`config.mk`:
```
export PLATFORM = sky130hd
export DESIGN_NAME = snitch_icache_perf_cnt
export DESIGN_NICKNAME = d
export VERILOG_FILES = /design/src/rtl/snitch_icache_perf_cnt.sv
export SDC_FILE = /design/constraint.sdc
export NUM_CORES = 1
export LEC_CHECK = 0
export CAP_MARGIN = 10
export CELL_PAD_IN_SITES_DETAIL_PLACEMENT = 1
export CELL_PAD_IN_SITES_GLOBAL_PLACEMENT = 2
export CORE_AREA = 5 5 178 180
export CTS_CLUSTER_DIAMETER = 40
export DETAILED_ROUTE_END_ITERATION = 6
export DIE_AREA = 0 0 183 185
export HOLD_SLACK_MARGIN = 0.15
export PLACE_DENSITY = 0.89
export SLEW_MARGIN = 20
export SYNTH_ARGS = -nofsm -noshare
export SYNTH_HDL_FRONTEND = slang
export SYNTH_SLANG_ARGS = --single-unit
```
`constraint.sdc`:
```
create_clock -name clk_i -period 2.9 [get_ports clk_i]
set_input_delay 0.58 -clock clk_i [delete_from_list [all_inputs] [get_ports clk_i]]
set_output_delay 0.58 -clock clk_i [all_outputs]
set_load 0.02 [all_outputs]
```
`src/rtl/snitch_icache_perf_cnt.sv`:
```
// L0 instruction-cache event counters with a single-entry read response port.
// Define SNITCH_ICACHE_PERF_SAT_EN for saturating counters; the default build wraps.

package snitch_icache_perf_pkg;
  typedef struct packed {
    logic l0_miss;
    logic l0_hit;
    logic l0_prefetch;
    logic l0_double_hit;
    logic l0_stall;
  } icache_events_t;
endpackage

module snitch_icache_perf_cnt
  import snitch_icache_perf_pkg::*;
#(
  parameter int unsigned NR_FETCH_PORTS = 1,
  parameter int unsigned CNT_W          = 32
) (
  input  logic                                clk_i,
  input  logic                                rst_ni,
  input  icache_events_t [NR_FETCH_PORTS-1:0] events_i,
  input  logic                                enable_i,
  input  logic                                clear_i,
  input  logic                                rd_req_i,
  input  logic [2:0]                          rd_addr_i,
  output logic                                rd_gnt_o,
  output logic                                rsp_valid_o,
  input  logic                                rsp_ready_i,
  output logic [CNT_W-1:0]                    rsp_data_o,
  output logic                                rsp_error_o
);

  localparam int unsigned NR_CNT = 5;
  localparam int unsigned INC_W  = $clog2(NR_FETCH_PORTS + 1);
  localparam logic [CNT_W-1:0] CNT_MAX = '1;

  logic [NR_CNT-1:0]            ev_bits [NR_FETCH_PORTS];
  logic [NR_CNT-1:0][CNT_W-1:0] cnt_q;
  logic [NR_CNT-1:0]            ovf_q;

  genvar gi;

  // Reorder each port's events so bit k matches counter index k.
  for (gi = 0; gi < NR_FETCH_PORTS; gi++) begin : g_port
    assign ev_bits[gi] = {events_i[gi].l0_stall, events_i[gi].l0_double_hit,
                          events_i[gi].l0_prefetch, events_i[gi].l0_hit,
                          events_i[gi].l0_miss};
  end

  for (gi = 0; gi < NR_CNT; gi++) begin : g_cnt
    logic [INC_W-1:0] inc;
    logic [CNT_W:0]   sum;
    logic [CNT_W-1:0] cnt_next;
    logic [CNT_W-1:0] cnt_reg;
    logic             ovf_reg;

    always_comb begin
      inc = '0;
      for (int p = 0; p < NR_FETCH_PORTS; p++) begin
        inc = inc + INC_W'(ev_bits[p][gi]);
      end
      sum = {1'b0, cnt_reg} + (CNT_W + 1)'(inc);
`ifdef SNITCH_ICACHE_PERF_SAT_EN
      cnt_next = sum[CNT_W] ? CNT_MAX : sum[CNT_W-1:0];
`else
      cnt_next = sum[CNT_W-1:0];
`endif
    end

    always_ff @(posedge clk_i or negedge rst_ni) begin
      if (!rst_ni) begin
        cnt_reg <= '0;
        ovf_reg <= 1'b0;
      end else if (clear_i) begin
        cnt_reg <= '0;
        ovf_reg <= 1'b0;
      end else if (enable_i) begin
        cnt_reg <= cnt_next;
        ovf_reg <= ovf_reg | sum[CNT_W];
      end
    end

    assign cnt_q[gi] = cnt_reg;
    assign ovf_q[gi] = ovf_reg;
  end

  logic [CNT_W-1:0] rd_data;
  logic             rd_err;

  always_comb begin
    rd_data = '0;
    rd_err  = 1'b0;
    for (int k = 0; k < NR_CNT; k++) begin
      if (rd_addr_i == 3'(k)) rd_data = cnt_q[k];
    end
    if (rd_addr_i == 3'd5) rd_data = CNT_W'(ovf_q);
    if (rd_addr_i > 3'd5)  rd_err  = 1'b1;
  end

  assign rd_gnt_o = ~rsp_valid_o | rsp_ready_i;

  always_ff @(posedge clk_i or negedge rst_ni) begin
    if (!rst_ni) begin
      rsp_valid_o <= 1'b0;
      rsp_data_o  <= '0;
      rsp_error_o <= 1'b0;
    end else if (rd_req_i && rd_gnt_o) begin
      rsp_valid_o <= 1'b1;
      rsp_data_o  <= rd_data;
      rsp_error_o <= rd_err;
    end else if (rsp_ready_i) begin
      rsp_valid_o <= 1'b0;
    end
  end

endmodule

```
==> out/qor.csv, run 1 <==
metric,value,unit
outcome,completed,
path_cells,"clkdlybuf4s50_1, ha_1, buf_4, o2111ai_1, or4_1, or4_1, a21oi_1",
synth_compound_area_share,17.6,%
num-fill-cells,3433,
synth_cell_types,52,
skew,0.0191,ns
tightest_slew,0.847,ns
synth_commonest_cells,"199 x dfrtp_1, 97 x nor2_1, 96 x o21ai_0",
finalHoldViolCount,0,
wl,34700,um
start_util,38.0,%
synth.area.top_cells,"dfrtp_1 44%, mux2i_1 4.9%, o21ai_0 4.2%",
grt_pass1_wl,56300,um
synth_edf_count,0,
cpMostUsedCell,or4_1,
crit_fanout,7,
io_pins,49,
grt_max_degree,72,
ctsResizeCount,0,
syn-num-nets,1272,
largest_reg_flops,160,
antenna_left,0,
ys_warn_count,0,
clk_latency,0.45,ns
cp_top_family,simple AND/OR/NAND/NOR gates,
yosysMostFrequentCell,dfrtp_1,
yosysTopAreaCellShare,43.6,%
chipHeight,185,um
dpl.cell_count,1645,
dpl.hpwl,24400,um
synth_seq_cells,199,
avgSynthCellArea,9.15,um2
overflow,0,
hold_path_class,in2async,
fin_crit,2.50,ns
clock_path_buffers,2,
cp_slowest_cell,or4_1,
synth_top_family_by_area,simple AND/OR/NAND/NOR gates,
cts_tree,yes,
synthSimpleGateAreaFrac,23.1,%
drv_cap,0,
worstPathArrival,2.87,ns
rows,64,
routed_via_density,5.99,
drt_iter0_drc,762,
power,0.00575,W
grt_pass1_vias,10100,
die_area,33900,um2
cts_setup_buffers,0,
instances_no_fill,1677,
leakage,4.99,nW
seq_area_frac_synth,43.6,%
path_buf_inv,2,
synthToLayoutAreaGrowth,13.7,%
cts_max_level,4,
startpoint_type,input pin,
drive_gt1_share,9.29,%
grt_setup_unrepaired,false,
power.density,443,nW/um2
critPathKind,in2reg,
antenna_found_initial,0,
async_flop_share,100,%
core-area,30000,um2
drtPass1Iterations,5,
cts_buffers,17,
drc,0,
synth_ff_type,dfrtp_1,
yosysTopAreaCell,dfrtp_1,
cts_sinks,199,
synth.area.mux_share,6.88,%
endpoint_kind,flop,
critPathMaxStageDelay,0.64,ns
path_clk_slew,0.08,ns
place.gp.congestion,0.864,
die_w,183,um
required,3.27,ns
cts_hold_buf,0,
maxSlewHeadroom,43.5,%
n_antenna_cell,0,
worstSetupStartpoint,events_i[4],
wl_per_cell,20.7,um
track_usage,20.5,%
fin_nets,1292,
port_buffers,48,
syn_inst,1248,
vias,10000,
setup_viol,0,
worst_ir_drop_vdd,0.329,mV
cts-root-buf,clkbuf_16,
max_freq,400,MHz
period_share,86.2,%
syn_area,11400,um2
slew_violations,0,
synthAdderAreaFrac,1.10,%
r2r-start,g_cnt[2].cnt_reg[5],
synth-xor-area-share,3.61,%
==> report_power, final <==
| group | switching, W | total, W | internal, W |
|---|---|---|---|
| registers | 0.0000390 | 0.00287 | 0.00283 |
| clock network | 0.00116 | 0.00229 | 0.00113 |
| logic | 0.000374 | 0.000587 | 0.000213 |
==> worst register-to-register path, stage by stage (launching register included) <==
cell     delay, ns
dfrtp_1       0.47
nand3_2       0.20
or3_1         0.75
nor4_1        0.46
mux2_2        0.37
==> logic make-up (layout without fill, tap and decap cells) <==
kind of cell,after synthesis,after routing
muxes,76,76
buffers and inverters,120,153
xor gates and xnor gates,47,47
DFF,199,199
AOI/OAI and AO/OA,313,313
and+or+nand+nor,483,483
adders and majority gates,10,10
==> worst paths after layout <==
| check | end | slack [ns] | cells after the start |
|---|---|---|---|
| max | g_cnt[0].cnt_reg[31] | 0.40 | 7 |
| min | g_cnt[0].cnt_reg[4] | 0.12 | 1 |
| max reg2reg | g_cnt[2].cnt_reg[23] | 0.53 | 4 |
| min reg2reg | rsp_data_o[14] | 0.48 | 2 |
| max in group asynchronous | g_cnt[1].cnt_reg[18] | 1.94 | 2 |
| min in group clk_i | rsp_data_o[14] | 0.48 | 2 |
==> layout make-up <==
type	instances	area [um2]	share of cell area, %
Tap cell	396	495	3.82
Clock inverter	13	95.1	0.733
Inverter	25	93.8	0.723
Sequential cell	199	4980	38.4
Multi-Input combinational cell	929	5980	46.1
Clock buffer	19	443	3.41
Timing Repair Buffer	96	893	6.88
==> cell usage in the layout, fill, tap and decap left out, types with 32 or more instances in the layout <==
cell and n:
nand3_1 51, o2bb2ai_1 32, clkdlybuf4s50_1 43, nand2_1 86
o31ai_1 55, or4_1 58, nand4_1 41, buf_4 43
nor2_1 97, a21oi_1 83, mux2i_1 56, o21ai_0 96
dfrtp_1 199
==> through the flow <==
| step | cell area (um2) | hold WS [ns] | setup WS (ns) | TNS [ns] | util, % |
|---|---|---|---|---|---|
| 5_1_grt | 13000 | 0.183 | 0.297 | 0 | 43.2 |
| 6_report | 13000 | 0.120 | 0.401 | 0 | 43.2 |
| 3_5_place_dp | 12400 | 0.472 | -0.0417 | -0.165 | 41.4 |
| 3_3_place_gp | 12400 | 0.461 | 0.000610 | 0 | 41.4 |
| 4_1_cts | 13000 | 0.158 | 0.427 | 0 | 43.2 |
| 2_1_floorplan | 11400 | 0.284 | 0.577 | 0 | - |
==> per-layer routing <==
layer	wire length (um)	track usage, %
met1	16700	29.2
met2	16300	33.1
met3	1120	3.08
met4	619	5.07
met5	0	0
Note: power is estimated with default switching activity, not from simulation.
==> inputs of run 2 (changes only) <==
--- a/config.mk
+++ b/config.mk
@@ -14,6 +14,7 @@
 export DIE_AREA = 0 0 183 185
 export HOLD_SLACK_MARGIN = 0.15
 export PLACE_DENSITY = 0.89
+export REMOVE_ABC_BUFFERS = 1
 export SLEW_MARGIN = 20
 export SYNTH_ARGS = -nofsm -noshare
 export SYNTH_HDL_FRONTEND = slang
==> run 2 against run 1 <==
Net effect:
- clock skew fell by 0.0072 ns
- clock power grew 2%
- largest power group unchanged
- first-iteration DRC count shrank 2.6%
- non-clock buffer count is 9 higher
- critical path depth up 1
- critical path type unchanged
- sequential cell count did not move
==> out/qor.csv, run 2 (synthesis results as in run 1) <==
metric,value,unit,change
startpoint_type,input pin,,
fin_area,13100,um2,+0.65%
seqPwrFrac,49.5,%,-0.5 points
cts_max_level,4,,unchanged
vias,10200,,+1.6%
power_switching,0.00154,W,-2.0%
swShare,26.5,%,-0.80 points
clk_latency,0.44,ns,about the same
die_w,183,um,unchanged
drc,0,,unchanged
worstHoldStart,rsp_data_o[18],,
cts-root-buf,clkbuf_16,,
tns,0,ns,unchanged
num-fill-cells,3467,,+0.99%
grt_pass1_vias,10200,,+1.1%
p_int,0.00426,W,+2.1%
die_area,33900,um2,unchanged
required,3.26,ns,about the same
largest_reg_flops,160,,unchanged
dpl.cell_count,1653,,+0.49%
max_freq,405,MHz,+1.2%
path_clk_slew,0.08,ns,about the same
reg2reg_setup_slack,0.58,ns,+0.05 ns
critPathKind,in2reg,,
n_antenna_cell,0,,unchanged
instances_no_fill,1686,,+0.54%
dpl_cell_area,12500,um2,+0.48%
worst_ir_drop_vdd,0.281,mV,-15%
reg2reg_to,g_cnt[2].cnt_reg[25],,
chipHeight,185,um,unchanged
io_pins,49,,unchanged
wl,35300,um,+1.5%
r2r-start,g_cnt[2].cnt_reg[5],,
hold_end,rsp_data_o[18],,
core-area,30000,um2,unchanged
crit_fanout,11,,+4
dpl.hpwl,24900,um,+1.8%
pwr-share-comb,10.1,%,about the same
outcome,completed,,
endpoint_kind,flop,,
wl_per_cell,20.9,um,+0.95%
final_cell_mix,"199 x dfrtp_1, 97 x nor2_1, 96 x o21ai_0, 86 x nand2_1, 83 x a21oi_1",,
slew_violations,0,,unchanged
pwr-share-clk,40.4,%,+0.6 points
routed_via_density,6.05,,+1.0%
cts_buffers,17,,unchanged
leakage,5.03,nW,+0.83%
seqCellArea,4980,um2,unchanged
skew,0.0118,ns,-0.00724 ns
synthToLayoutAreaGrowth,14.4,%,
power.density,444,nW/um2,+0.31%
overflow,0,,unchanged
port_buffers,48,,unchanged
place.gp.congestion,0.853,,-1.4%
rows,64,,unchanged
setup_viol,0,,unchanged
hold_path_class,reg2reg,,
multi_input_area,5980,um2,unchanged
cts_tree,yes,,
fin_nets,1301,,+0.70%
worstRegToRegCells,4,,unchanged
tightest_slew,0.824,ns,-0.0237 ns
clock_path_buffers,2,,unchanged
utilization,43.5,%,+0.28 points
finalHoldViolCount,0,,unchanged
maxSlewHeadroom,45.1,%,+1.6 points
hold_depth,2,,
start_util,38.0,%,unchanged
period_share,85.2,%,-0.99 points
worstPathArrival,2.83,ns,-0.04 ns
drtPass1Iterations,5,,unchanged
holdWs,0.483,ns,+0.362 ns
cts_sinks,199,,unchanged
fin_crit,2.47,ns,-0.0288 ns
drv_cap,0,,unchanged
drt_iter0_drc,742,,-2.6%
grt_max_degree,67,,-6.9%
grt_setup_unrepaired,false,,
antenna_found_initial,0,,unchanged
grt_pass1_wl,57000,um,+1.2%
antenna_left,0,,unchanged
final_common_cell,dfrtp_1,,
drive_gt1_share,9.61,%,+0.32 points
cts_setup_buffers,0,,unchanged
track_usage,20.8,%,+0.31 points
-- run 2: cell types whose count changed in the layout (fill, tap and decap cells not counted) --
| cell | change |
|---|---|
| buf_4 | +8 |
| bufinv_16 | +1 |
| clkbuf_1 | +3 |
| clkinv_2 | -2 |
| clkinv_4 | +1 |
| dlygate4sd3_1 | +1 |
| inv_6 | -3 |
-- run 2: routing by layer --
| metal | wire [um] | GRT usage (%) | up-vias |
|---|---|---|---|
| li1 | - | - | 4731 |
| met5 | 0 | 0 | - |
| met2 | 16500 | 33.1 | 202 |
| met4 | 910 | 6.76 | 0 |
| met1 | 16700 | 29.9 | 5217 |
| met3 | 1170 | 2.26 | 48 |
-- run 2: repair_timing --
item | CTS | global route
hold buffers | 1 | 0
hold endpoints to repair | 6 | 0
gates resized for setup | 0 | 0
-- run 2: area by class of cell --
type                       count  share of cell area (%)
clock buffer                  22                    3.48
clock inverter                10                   0.747
inverter                      25                   0.719
multi-input combinational    929                    45.8
sequential                   199                    38.1
tap                          396                    3.79
timing repair buffer         105                    7.38
-- run 2: power by group through the flow --
| stage | registers [W] | clock network, W | logic, W |
|---|---|---|---|
| 2_1_floorplan | 0.00299 | 0 | 0.000141 |
| 3_3_place_gp | 0.00292 | 0 | 0.000582 |
| 3_5_place_dp | 0.00293 | 0 | 0.000595 |
| 4_1_cts | 0.00287 | 0.00238 | 0.000598 |
| 5_1_grt | 0.00288 | 0.00250 | 0.000642 |
| 6_report | 0.00287 | 0.00234 | 0.000588 |
-- run 2: stage by stage --
stage               power, W  setup slack (ns)
finish               0.00580             0.430
global placement     0.00351            0.0685
floorplan            0.00313             0.501
global route         0.00602             0.315
CTS                  0.00585             0.458
detailed placement   0.00352           0.00293
-- run 2: worst max-delay path: stages --
cell	delay, ns
clkdlybuf4s50_1	0.47
ha_1	0.17
ha_1	0.15
o21ai_0	0.10
or3_1	0.54
buf_4	0.23
or4_1	0.40
a21oi_1	0.17
-- run 2: how the worst max path moves through the flow --
stage | slack [ns] | cells past startpoint | to | from
floorplan | 0.50 | 4 | rsp_data_o[0] | rd_addr_i[1]
global placement | 0.07 | 8 | g_cnt[0].cnt_reg[18] | events_i[4]
detailed placement | 0.003 | 8 | g_cnt[0].cnt_reg[16] | events_i[4]
CTS | 0.46 | 8 | g_cnt[0].cnt_reg[22] | events_i[4]
global route | 0.31 | 8 | g_cnt[0].cnt_reg[18] | events_i[4]
finish | 0.43 | 8 | g_cnt[3].cnt_reg[18] | events_i[1]
